[src/rtl/cpu4_program_sequencer.sv]
// rtl/cpu4_program_sequencer.sv - loads program/data into the 4-bit CPU, runs it for a set number of cycles, captures its output
module cpu4_program_sequencer #(
    parameter int         DEPTH    = 16,
    parameter logic [7:0] PAD_INS  = 8'h0F,
    parameter logic [3:0] PAD_DATA = 4'h0
) (
    input  logic       clk_i,
    input  logic       rst_i,
    input  logic       start_i,
    input  logic       abort_i,
    input  logic [4:0] load_count_i,
    input  logic [7:0] run_len_i,
    input  logic       wr_valid_i,
    output logic       wr_ready_o,
    input  logic [7:0] wr_ins_i,
    input  logic [3:0] wr_data_i,
    output logic [3:0] cpu_ins_address_o,
    output logic [7:0] cpu_ins_o,
    output logic [3:0] cpu_d_in_o,
    output logic       cpu_rst_o,
    input  logic [3:0] cpu_d_out_i,
    output logic [3:0] result_o,
    output logic       done_o,
    output logic       busy_o,
    output logic       aborted_o
);

    typedef enum logic [2:0] {
        IDLE,
        LOAD,
        PAD,
        SETTLE,
        RUN,
        SAMPLE
    } state_t;

    localparam logic [4:0] DEPTH_C = 5'(DEPTH);
    localparam logic [4:0] LAST_C  = 5'(DEPTH - 1);

    state_t     state_q, state_d;
    logic [4:0] idx_q, idx_d;
    logic [4:0] count_q, count_d;
    logic [7:0] run_len_q, run_len_d;
    logic [8:0] run_cnt_q, run_cnt_d;
    logic [3:0] addr_q, addr_d;
    logic [7:0] ins_q, ins_d;
    logic [3:0] din_q, din_d;
    logic [3:0] result_q, result_d;
    logic       aborted_q, aborted_d;
    logic [4:0] count_clamped;
    logic [4:0] idx_inc;

    assign count_clamped = (load_count_i > DEPTH_C) ? DEPTH_C : load_count_i;
    assign idx_inc       = idx_q + 5'd1;

    always_ff @(posedge clk_i) begin
        if (rst_i) begin
            state_q   <= IDLE;
            idx_q     <= '0;
            count_q   <= '0;
            run_len_q <= '0;
            run_cnt_q <= '0;
            addr_q    <= '0;
            ins_q     <= '0;
            din_q     <= '0;
            result_q  <= '0;
            aborted_q <= 1'b0;
        end else begin
            state_q   <= state_d;
            idx_q     <= idx_d;
            count_q   <= count_d;
            run_len_q <= run_len_d;
            run_cnt_q <= run_cnt_d;
            addr_q    <= addr_d;
            ins_q     <= ins_d;
            din_q     <= din_d;
            result_q  <= result_d;
            aborted_q <= aborted_d;
        end
    end

    always_comb begin
        state_d    = state_q;
        idx_d      = idx_q;
        count_d    = count_q;
        run_len_d  = run_len_q;
        run_cnt_d  = run_cnt_q;
        addr_d     = addr_q;
        ins_d      = ins_q;
        din_d      = din_q;
        result_d   = result_q;
        aborted_d  = aborted_q;
        wr_ready_o = (state_q == LOAD) && !abort_i;

        // Abort in any active state drops straight back to IDLE; write pins keep their last values.
        if (abort_i && (state_q inside {LOAD, PAD, SETTLE, RUN})) begin
            state_d   = IDLE;
            aborted_d = 1'b1;
        end else begin
            case (state_q)
                IDLE: begin
                    if (start_i) begin
                        count_d   = count_clamped;
                        run_len_d = run_len_i;
                        idx_d     = '0;
                        aborted_d = 1'b0;
                        state_d   = (count_clamped != 5'd0) ? LOAD : PAD;
                    end
                end
                LOAD: begin
                    if (wr_valid_i) begin
                        addr_d = idx_q[3:0];
                        ins_d  = wr_ins_i;
                        din_d  = wr_data_i;
                        idx_d  = idx_inc;
                        if (idx_inc == count_q) begin
                            state_d = (count_q == DEPTH_C) ? SETTLE : PAD;
                        end
                    end
                end
                PAD: begin
                    addr_d = idx_q[3:0];
                    ins_d  = PAD_INS;
                    din_d  = PAD_DATA;
                    idx_d  = idx_inc;
                    if (idx_q == LAST_C) begin
                        state_d = SETTLE;
                    end
                end
                SETTLE: begin
                    run_cnt_d = (run_len_q == 8'd0) ? 9'd256 : {1'b0, run_len_q};
                    state_d   = RUN;
                end
                RUN: begin
                    if (run_cnt_q == 9'd1) begin
                        result_d = cpu_d_out_i;
                        state_d  = SAMPLE;
                    end else begin
                        run_cnt_d = run_cnt_q - 9'd1;
                    end
                end
                SAMPLE: begin
                    state_d = IDLE;
                end
                default: begin
                    state_d = IDLE;
                end
            endcase
        end
    end

    assign cpu_ins_address_o = addr_q;
    assign cpu_ins_o         = ins_q;
    assign cpu_d_in_o        = din_q;
    assign cpu_rst_o         = (state_q != RUN);
    assign result_o          = result_q;
    assign done_o            = (state_q == SAMPLE);
    assign busy_o            = (state_q != IDLE);
    assign aborted_o         = aborted_q;

endmodule

[config.mk]
export PLATFORM = sky130hd
export DESIGN_NAME = cpu4_program_sequencer
export DESIGN_NICKNAME = d
export VERILOG_FILES = /design/src/rtl/cpu4_program_sequencer.sv
export SDC_FILE = /design/constraint.sdc
export NUM_CORES = 1
export LEC_CHECK = 0
export BUFFER_PORTS_ARGS = -buffer_cell sky130_fd_sc_hd__buf_2
export CAP_MARGIN = 10
export CORE_ASPECT_RATIO = 0.6
export CORE_UTILIZATION = 45
export DETAILED_ROUTE_END_ITERATION = 7
export GPL_TIMING_DRIVEN = 0
export PLACE_DENSITY = 0.71
export SETUP_SLACK_MARGIN = 0.4
export SLEW_MARGIN = 10
export SYNTH_ARGS = -nofsm -noshare
export SYNTH_HDL_FRONTEND = slang
export SYNTH_SLANG_ARGS = --single-unit
[constraint.sdc]
create_clock -name clk_i -period 1.95 [get_ports clk_i]
set_clock_uncertainty 0.15 [all_clocks]
set_input_delay 0.195 -clock clk_i [delete_from_list [all_inputs] [get_ports clk_i]]
set_output_delay 0.195 -clock clk_i [all_outputs]
set_load 0.01 [all_outputs]
**Yosys cells after proc, flatten, opt, wreduce, memory -nomap -nowiden**

Cells that the tools add are included.

- Input bits: 34
- Bits in latches: 0
- Output and inout port bits: 25
- Memories kept: 0
- Register bits after elaboration: 51
- Bits in read-only memories: 0
- Bits in writable memories: 0

- Eq/ne operators: 16
- $add $sub $neg: 2
- Divide/modulo/power cells: 0
- Reductions and logical operators: 21
- Magnitude comparators: 1
- Mux-type cells: 24
- Multipliers: 0
- Bitwise operators: 1
- Shift operators: 0

Operators with widths:

| operator | count |
|---|---|
| 9-bit two-way mux | 2 |
| 9-bit one-hot mux with 2 select lines | 1 |
| 4-bit one-hot mux with 2 select lines | 2 |
| 8-bit one-hot mux with 2 select lines | 1 |
| 3-bit two-way mux | 5 |
| 5-bit two-way mux | 3 |
| 3-bit one-hot mux with 5 select lines | 1 |
| 5-bit one-hot mux with 3 select lines | 1 |
| 3-bit AND reduction | 4 |
| 9-bit by 1-bit == test with 1-bit output (second input constant) | 1 |
| 9-bit by 1-bit subtractor with 9-bit output (second input constant) | 1 |
| 8-bit logical NOT | 1 |
| 4-bit two-way mux | 2 |
| 8-bit two-way mux | 1 |
| 2-bit nonzero test | 4 |
| 3-bit by 2-bit == test with 1-bit output (second input constant) | 2 |
| 3-bit == test (second input constant) | 2 |
| 2-bit by 1-bit != test with 1-bit output (second input constant) | 3 |
| 2-bit != test (second input constant) | 3 |
| 3-bit nonzero test | 2 |
| 5-bit by 1-bit adder with 5-bit output (second input constant) | 1 |
| 5-bit by 4-bit == test with 1-bit output (second input constant) | 1 |
| 5-bit == test | 1 |
| 5-bit == test (second input constant) | 1 |
| other kinds (15) | 19 |

**Logic depth before layout (Yosys ltp)**

Gate-level depths: netlist (run 1).

- Depth in word-level cells: 6
- Mapped depth: 8

**Least setup slack after synthesis (run 1)**

Ideal clock, no wire load.

- Path kind: reg2reg
- Start point: register idx_q[0]
- End point: register state_q[1]
- Path slack: -0.101 ns
- Buffers on the path: 0
- Stages on the path, launching flop included: 9
- Clock period less this slack: 2.051 ns
- Data required time: 1.727 ns
- Data arrival time: 1.828 ns
- Setup time: 0.073 ns
- Cells stage by stage: dfxtp_1 -> ha_1 -> and3_1 -> ha_1 -> xnor2_1 -> nor3_1 -> a31oi_1 -> o32a_1 -> nor3_2

- Cells in the longest elaborated chain, start to end: 4
- Elaborated cells between the ends (all ways): 6

Ends and longest elaborated chain:

| element | RTL line | text |
|---|---|---|
| from (decl) | 41 | `logic [4:0] idx_q, idx_d;` |
| from (signal assigned) | 70 | `idx_q <= idx_d;` |
| 5-bit by 1-bit adder with 5-bit output | 54 | `assign idx_inc = idx_q + 5'd1;` |
| 5-bit == test | 116 | `if (idx_inc == count_q) begin` |
| 2-bit by 1-bit != test with 1-bit output (no source line) | -- |  |
| 5-bit AND reduction (no source line) * | -- |  |
| to (signal assigned) | 69 | `state_q <= state_d;` |
| to (decl) | 40 | `state_t state_q, state_d;` |

Every way passes the cells marked *; elsewhere a longest branch is shown, timed or not.
A chain may end at the register's enable or synchronous reset.

**Final worst setup path (run 1)**

- Start point: register idx_q[1]
- End point: register state_q[1]

Same word-level chain as after synthesis.

==> metrics.txt, run 1 <==
Starting Density 0.481; Buf/Inv on CP 0; VDD IR max 0.000605 V; main flop type after synthesis dfxtp_1; worst slack, placed -0.0448 ns; Most common cell on crit path ha_4; RSZ-0062 raised after global routing true; share of post-route cells with drive strength above 1 0.473; Util after Layout 0.772; share of Yosys cell area claimed by the top area cell type 0.408; run status complete, but fails checks; sequential area share after synthesis 0.408; Hold Vio Cnt, Final 0; kind of critical path register to register; failing checks DRC, setup timing; chip width slightly below 100 um; final setup margin -0.102 ns; Net Switching roughly 1700 uW; max-cap viol count 0; sw frac 0.399; core area about 5200 um2; Detail Placement HPWL about 5000 um; Syn Nets about 350; CP endpoint kind register; critical-path cell list ha_4, and3_4, ha_4, xnor2_1, nor3_1, a31oi_1, o32a_1, nor3_2; drt initial violations between 200 and 300; # IOs between 50 and 60; Worst Hold Path EP cpu_ins_o[0]; worst slew pin tran approximately 0.83 ns; grt total ovfl 0; Slowest-stage cell, CP dfxtp_4; final hold slack around 0.0019 ns; sequential share of power 0.327; Yosys reg bits a little over 50; FF-to-FF End state_q[1]; hold-critical path depth 3; Mapped Avg Cell Area approximately 8 um2; Logic pwr share 0.521; first-pass GRT wire length 12500 um; Clock Root Buffer clkbuf_8; htree depth 2; Max FO, Critical Path 2; number of global-route vias before repair 2492; fmax slightly below 500 MHz; chip height roughly 60 um; ys async rst share 0; WL/cell around 17 um; Clock Power Share 0.152; slowest stage delay, CP approximately 0.37 ns; mapped cell area 2500 um2; yosys synthesis warning count 0; drt drc 2; cell count after synthesis 309; max_slew headroom 0.448; TritonCTS clock tree yes; Yosys cell types 55; gr usage total 0.279; R2R Setup Slk -0.10 ns; Clock Latency Late Sink roughly 0.32 ns; GP Congestion around 0.92; initial antenna violation count 0; most numerous cell in the Yosys netlist nand2_1; Worst Hold Class input port to register; Startpoint Class register; setup TNS -0.143 ns; Yosys top cell by area dfxtp_1; cells on worst reg2reg path 8; number of routed nets with antenna violations 0; Tcrit/Tclk final 1.05; total power divided by cell area between 1000 and 1500 nW/um2; Die ar. between 5000 and 6000 um2; Post-synth EDFFs 0; Hold Crit Start wr_ins_i[0]; CTS Sinks 51; critical path's top delay family compound AO/OA/AOI/OAI gates; antenna fix cells 0; CTS clock-pin slew for the worst setup and hold paths 0.10 ns; drt via density 5.60; required time worst endpoint between 2 and 2.5 ns; internal cell power approximately 2600 uW; Final Slew Violations 0; final setup fails 3; reg-to-reg startpoint idx_q[1]; Crit path arrival time between 2 and 2.5 ns; Leak about 0.0016 uW; commonest cells in the synthesized netlist 52 x nand2_1, 51 x dfxtp_1, 41 x a21oi_1; # nets final approximately 470; Core Rows 20; area growth from synthesis to layout 60.5%; DR pass1 iterations 8; DRT Wirelength ~8600 um; TritonCTS buffer count 5; largest cells by area after synthesis dfxtp_1 41%, a21oi_1 8.2%, nand2_1 7.8%; I/O Buffers between 50 and 60; Clock Tree Buf Depth 2; pin count of the biggest net entering global routing 17; Final min period between 2 and 2.5 ns; DR vias roughly 2800
==> kinds of logic after synthesis <==
group	synth area share
adders and majority gates	0.0200
DFF	0.408
and+or+nand+nor	0.291
AOI/OAI and AO/OA	0.181
xor gates and xnor gates	0.0300
buffers and inverters	0.0460
muxes	0.0245
==> state kept, by name (all words and copies together), names as in the netlist <==
register / count
aborted_o: 1
count_q: 5
cpu_d_in_o: 4
cpu_ins_address_o: 4
cpu_ins_o: 8
idx_q: 5
result_o: 4
run_cnt_q: 9
run_len_q: 8
state_q: 3
==> routing by layer <==
| layer | wire length, um | vias up | track usage |
|---|---|---|---|
| met5 | 0 | - | 0 |
| met4 | 85 | 0 | 0.0576 |
| met3 | 793 | 12 | 0.0877 |
| met2 | 3750 | 135 | 0.410 |
| met1 | 4020 | 1315 | 0.400 |
| li1 | - | 1321 | - |
==> timing repair <==
action	CTS	global route
gates cloned	2	0
hold buffers	22	2
setup buffers	16	15
gates resized for setup	40	96
setup endpoints to repair	50	50
pin swaps	17	48
hold endpoints to repair	22	2
==> cells in the final DEF (no fill, tap or decap), types with 6 or more instances in the layout <==
cell type and n:
a21oi_1 23, a21oi_2 20, buf_2 55, buf_4 21
buf_6 17, clkbuf_1 6, clkbuf_8 6, dfxtp_1 43
dlygate4sd3_1 24, nand2_1 45, nand3_2 7, nand3b_1 6
nor2_1 20, nor2_2 6, nor3_1 14, o21ai_2 7
==> power by group through the flow <==
stage          registers [uW]  clock network [uW]  logic (uW)
2_1_floorplan            1380                   0         930
3_3_place_gp             1360                   0        1310
3_5_place_dp             1370                   0        1320
4_1_cts                  1350                 646        1750
5_1_grt                  1400                 697        2340
6_report                 1390                 647        2210
==> per-stage QoR <==
| stage | power [uW] | instance area, um2 | cells |
|---|---|---|---|
| 5_1_grt | 4440 | 4020 | 497 |
| 4_1_cts | 3740 | 3520 | 480 |
| 3_5_place_dp | 2690 | 2940 | 432 |
| 3_3_place_gp | 2670 | 2940 | 432 |
| 6_report | 4250 | 4020 | 497 |
| 2_1_floorplan | 2310 | 2570 | 309 |
==> worst register-to-register path, cell delays in order (launching register included) <==
cell     delay, ns
dfxtp_4       0.37
ha_4          0.15
and3_4        0.18
ha_4          0.28
xnor2_1       0.08
nor3_1        0.16
a31oi_1       0.16
o32a_1        0.34
nor3_2        0.10
==> area by class of cell <==
class / count / area [um2]
clock inverter: 2 / 16.3
inverter: 6 / 22.5
tap: 66 / 82.6
fill: 362 / 1190
timing repair buffer: 114 / 855
sequential: 51 / 1040
clock buffer: 6 / 72.6
buffer: 18 / 161
multi-input combinational: 234 / 1760
==> how the worst max path moves through the flow <==
stage | start | end | slack [ns] | cells after the start
6_report | idx_q[1] | state_q[1] | -0.10 | 8
5_1_grt | idx_q[1] | state_q[1] | -0.15 | 8
4_1_cts | idx_q[0] | state_q[1] | -0.01 | 8
3_5_place_dp | idx_q[0] | state_q[1] | -0.04 | 8
3_3_place_gp | idx_q[0] | state_q[1] | -0.03 | 8
2_1_floorplan | idx_q[0] | state_q[1] | 0.06 | 8
No activity file was read; power rests on OpenSTA's default activity.
==> run 2: changes to the inputs <==
--- a/config.mk
+++ b/config.mk
@@ -11,7 +11,7 @@
 export CORE_UTILIZATION = 45
 export DETAILED_ROUTE_END_ITERATION = 7
 export GPL_TIMING_DRIVEN = 0
-export PLACE_DENSITY = 0.71
+export PLACE_DENSITY = 0.77
 export SETUP_SLACK_MARGIN = 0.4
 export SLEW_MARGIN = 10
 export SYNTH_ARGS = -nofsm -noshare
==> metrics.txt, run 2 (synthesized netlist as in run 1, its figures left out) <==
run status complete, but fails checks; failing checks setup timing; I/O Buffers 57; Tcrit/Tclk final 1.05; multi-input logic area roughly 1800 um2; core area approximately 5200 um2; setup TNS -0.263 ns; initial antenna violation count 0; fmax about 490 MHz; post-route insts no fill about 500; final setup margin -0.0885 ns; first-pass GRT wire length 12700 um; drt initial violations 211; commonest non-fill, non-tap cell in the layout buf_2; VDD IR max around 0.00057 V; TritonCTS clock tree yes; GP Congestion 0.894; TritonCTS buffer count 5; most frequent cells in the layout 57 x buf_2, 43 x dfxtp_1, 32 x nand2_1, 28 x a21oi_2; max-cap viol count 0; Max FO, Critical Path 2; DR vias around 2800; CP endpoint kind register; critical-path cell list ha_4, and3_4, ha_4, xnor2_2, nor3_2, a31oi_1, o32a_1, nor3_2; area growth from synthesis to layout 62.5%; Net Switching between 1500 and 2000 uW; fin area between 4000 and 5000 um2; gr usage total 0.288; sequential share of power 0.303; RSZ-0062 raised after global routing true; Clock Latency Late Sink 0.32 ns; Clock Root Buffer clkbuf_8; number of global-route vias before repair ~2500; chip width between 90 and 100 um; Core Rows 20; Hold Vio Cnt, Final 0; slowest stage delay, CP 0.37 ns; antenna fix cells 0; kind of critical path register to register; internal cell power ~2800 uW; FILL cells ~340; CTS Sinks 51; final setup fails 6; grt total ovfl 0; Slowest-stage cell, CP dfxtp_4; Reg with most FFs run_cnt_q; Detail Placement HPWL approximately 5000 um; R2R Setup Slk -0.09 ns; # IOs 59; Crit path arrival time ~2.1 ns; Startpoint Class register; Final min period 2.04 ns; worst slack, placed -0.0537 ns; pin count of the biggest net entering global routing 18; DR pass1 iterations 7; drt via density 5.74; worst slew pin tran about 0.90 ns; drt drc 0; FF/Latch Area about 1000 um2; sw frac 0.392; required time worst endpoint ~2.1 ns; share of post-route cells with drive strength above 1 0.502; Largest register FFs 9; Final Slew Violations 0; chip height ~60 um; Starting Density 0.481; dpl cell area about 2900 um2; Logic pwr share 0.526; CTS clock-pin slew for the worst setup and hold paths 0.10 ns; htree depth 2; Die ar. slightly below 6000 um2; DRT Wirelength 8860 um; Clock Power Share 0.172; total power divided by cell area roughly 1100 nW/um2; # nets final 461; number of routed nets with antenna violations 0; max_slew headroom 0.398; Clock Tree Buf Depth 2; Cells after DPL ~430; Final Total Pwr between 4000 and 5000 uW; Leak 0.00165 uW; Worst Hold Class input port to register; WL/cell 18.1 um
run 2: changes by cell type in the layout (fill, tap and decap cells not counted), sizes merged:
cell,delta
buf,-3
clkbuf,-3
dlygate4sd3,-2
bufinv,+1
run 2: worst max-delay path, delay by kind of cell (launching register included):
kind | cells | cell delay [ns]
xor+xnor | 1 | 0.13
simple gates | 3 | 0.48
compound gates | 2 | 0.47
fa+ha+maj | 2 | 0.39
flops | 1 | 0.37
run 2: stage by stage:
stage                util  hold slack, ns
finish              0.781         0.00138
global route        0.781          0.0123
CTS                 0.710         0.00269
detailed placement  0.565           0.294
global placement    0.565           0.278
floorplan               -           0.116
run 2: layout make-up:
| class | count | share of cell area |
|---|---|---|
| tap | 66 | 0.0203 |
| timing repair buffer | 107 | 0.201 |
| clock inverter | 3 | 0.0114 |
| inverter | 6 | 0.00554 |
| buffer | 18 | 0.0366 |
| multi-input combinational | 234 | 0.452 |
| clock buffer | 5 | 0.0169 |
| sequential | 51 | 0.256 |
run 2: path summary, 6_finish.rpt:
path	from	endpoint	cells after the start
hold / removal	load_count_i[3]	count_q[3]	3
setup reg to reg	idx_q[0]	state_q[1]	8
hold reg to reg	cpu_d_in_o[2]	cpu_d_in_o[2]	2
setup / recovery	idx_q[0]	state_q[1]	8
run 2: per-layer routing:
layer | global-route usage | routed length (um) | up-vias
li1 | - | - | 1311
met1 | 0.401 | 4090 | 1347
met2 | 0.457 | 4050 | 141
met3 | 0.0550 | 624 | 12
met4 | 0.0917 | 94 | 0
met5 | 0 | 0 | -
run 2: power by group through the flow:
stage	clock, uW	combinational (uW)	sequential (uW)
after CTS	777	1870	1350
after floorplan	0	930	1380
final	776	2380	1370
after global routing	820	2510	1380
after detailed placement	0	1320	1370
after global placement	0	1300	1360
run 2: timing repair:
action,CTS,global route
cloned,2,2
pin swaps,26,38
setup endpoints to repair,50,54
gates resized for setup,62,82
endpoints found under the hold margin,22,0
hold buffers,22,0
setup buffers,21,3
==> run 3: changes to the inputs <==
--- a/config.mk
+++ b/config.mk
@@ -5,7 +5,7 @@
 export SDC_FILE = /design/constraint.sdc
 export NUM_CORES = 1
 export LEC_CHECK = 0
-export BUFFER_PORTS_ARGS = -buffer_cell sky130_fd_sc_hd__buf_2
+export BUFFER_PORTS_ARGS = -buffer_cell sky130_fd_sc_hd__buf_4
 export CAP_MARGIN = 10
 export CORE_ASPECT_RATIO = 0.6
 export CORE_UTILIZATION = 45
==> metrics.txt, run 3 (synthesized netlist as in run 1, its figures left out) <==
Tcrit/Tclk final 1.07; Final min period around 2.1 ns; drt initial violations between 200 and 300; Die ar. 5870 um2; critical path's top delay family simple AND/OR/NAND/NOR gates; Hold Vio Cnt, Final 0; multi-input logic area 1910 um2; TritonCTS buffer count 5; final setup fails 3; WL/cell 19.6 um; # IOs 59; Crit path arrival time approximately 2.2 ns; internal cell power a little under 3000 uW; # nets final 470; Largest register FFs 9; share of post-route cells with drive strength above 1 0.524; Starting Density 0.481; Final Total Pwr approximately 4800 uW; max_slew headroom 0.414; gr usage total 0.311; pin count of the biggest net entering global routing 17; fmax 479 MHz; Detail Placement HPWL approximately 5200 um; Hold Crit Start wr_ins_i[3]; Buf/Inv on CP 0; max-cap viol count 0; Max FO, Critical Path 2; GP Congestion just under 0.9; grt total ovfl 0; CTS clock-pin slew for the worst setup and hold paths around 0.10 ns; sequential share of power 0.286; Slowest-stage cell, CP dfxtp_4; number of global-route vias before repair ~2700; Clock Power Share 0.141; dpl cell area 3080 um2; I/O Buffers 57; run status complete, but fails checks; Clock Latency Late Sink 0.32 ns; drt via density 5.81; slowest stage delay, CP between 0.3 and 0.4 ns; Util after Layout 0.845; antenna fix cells 0; initial antenna violation count 0; commonest non-fill, non-tap cell in the layout buf_4; Reg with most FFs run_cnt_q; most frequent cells in the layout 74 x buf_4, 42 x dfxtp_1, 30 x nand2_1, 29 x a21oi_2, 22 x dlygate4sd3_1; drt drc 3; fin area roughly 4400 um2; DR vias roughly 2900; total power divided by cell area approximately 1100 nW/um2; met2 usage 0.502; chip height around 60 um; Leak ~0.0017 uW; Core Rows 20; kind of critical path register to register; crit path launch idx_q[0]; DRT Wirelength between 9000 and 10000 um; chip width 98.3 um; Most Used Layer, Global Route met2; first-pass GRT wire length about 14000 um; Final Slew Violations 0; required time worst endpoint a little over 2 ns; VDD IR max about 0.00055 V; Worst Hold Class input port to register; CP endpoint kind register; Logic pwr share 0.573; FILL cells between 200 and 300; Net Switching 1900 uW; final hold slack about 0.0095 ns; sw frac 0.396; Clock Root Buffer clkbuf_8; failing checks DRC, setup timing; core area 5200 um2; htree depth 2; global routing usage on met1 0.412; reg-to-reg startpoint idx_q[0]; CTS Sinks a little over 50; Clock Tree Buf Depth 2; met3 Resource Use GR 0.0807; critical-path cell list ha_4, and3_4, ha_4, xnor2_1, nor3_1, a31oi_1, o32a_1, nor3_2; final setup margin -0.137 ns; number of routed nets with antenna violations 0; worst slew pin tran a little under 0.9 ns; Most common cell on crit path ha_4; RSZ-0062 raised after global routing true; DR pass1 iterations 7; FF/Latch Area roughly 1000 um2; setup TNS -0.159 ns; Startpoint Class register; TritonCTS clock tree yes; area growth from synthesis to layout 75.8%
==> run 3: cell types whose count changed in the layout (fill, tap and decap cells not counted), moves of 3 or more <==
cell | previous run | this run
buf_4 | 17 | 74
nor2_4 | 3 | 7
clkbuf_8 | 5 | 8
nand3_2 | 7 | 3
nand3_4 | 2 | 6
buf_6 | 13 | 18
buf_2 | 57 | 0
==> run 3: final timing paths <==
path,endpoint,slack [ns],depth (start not counted)
worst min-delay path,cpu_ins_o[3],0.01,3
worst max register to register,state_q[1],-0.14,8
worst min register to register,cpu_ins_address_o[3],0.32,2
worst max-delay path,state_q[1],-0.14,8
==> run 3: power groups by stage <==
| stage | Sequential [uW] | Clock [uW] | Combinational (uW) |
|---|---|---|---|
| floorplan | 1380 | 0 | 930 |
| global placement | 1370 | 0 | 1370 |
| detailed placement | 1380 | 0 | 1410 |
| CTS | 1350 | 666 | 2070 |
| global route | 1380 | 727 | 2890 |
| finish | 1370 | 676 | 2760 |
==> run 3: tightest hold or removal path: stages <==
cell and delay, ns:
buf_4 0.08, nor3_1 0.04, nor3_1 0.12
==> run 3: layout make-up <==
cell class,count,area share
Multi-Input combinational cell,234,0.433
Inverter,6,0.00512
Clock buffer,6,0.0188
Tap cell,66,0.0188
Timing Repair Buffer,116,0.241
Buffer,18,0.0415
Sequential cell,51,0.238
Clock inverter,2,0.00370
==> run 3: repair_timing <==
item,in CTS,in global routing
cloned,2,2
buffers inserted,26,7
pin swaps,24,57
endpoints found under the hold margin,22,0
gates resized for setup,94,79
hold buffers,22,0
setup endpoints to repair,50,55
==> run 3: through the flow <==
step | std cells | worst slack [ns]
3_3_place_gp | 432 | -0.0613
6_report | 499 | -0.137
2_1_floorplan | 309 | 0.0586
3_5_place_dp | 432 | -0.0805
5_1_grt | 499 | -0.247
4_1_cts | 490 | -0.0277
==> run 3: routing by layer <==
| layer | vias to the layer above | share of wire |
|---|---|---|
| met4 | 0 | 0.030 |
| met1 | 1381 | 0.42 |
| li1 | 1323 | - |
| met5 | - | 0 |
| met3 | 30 | 0.096 |
| met2 | 165 | 0.46 |
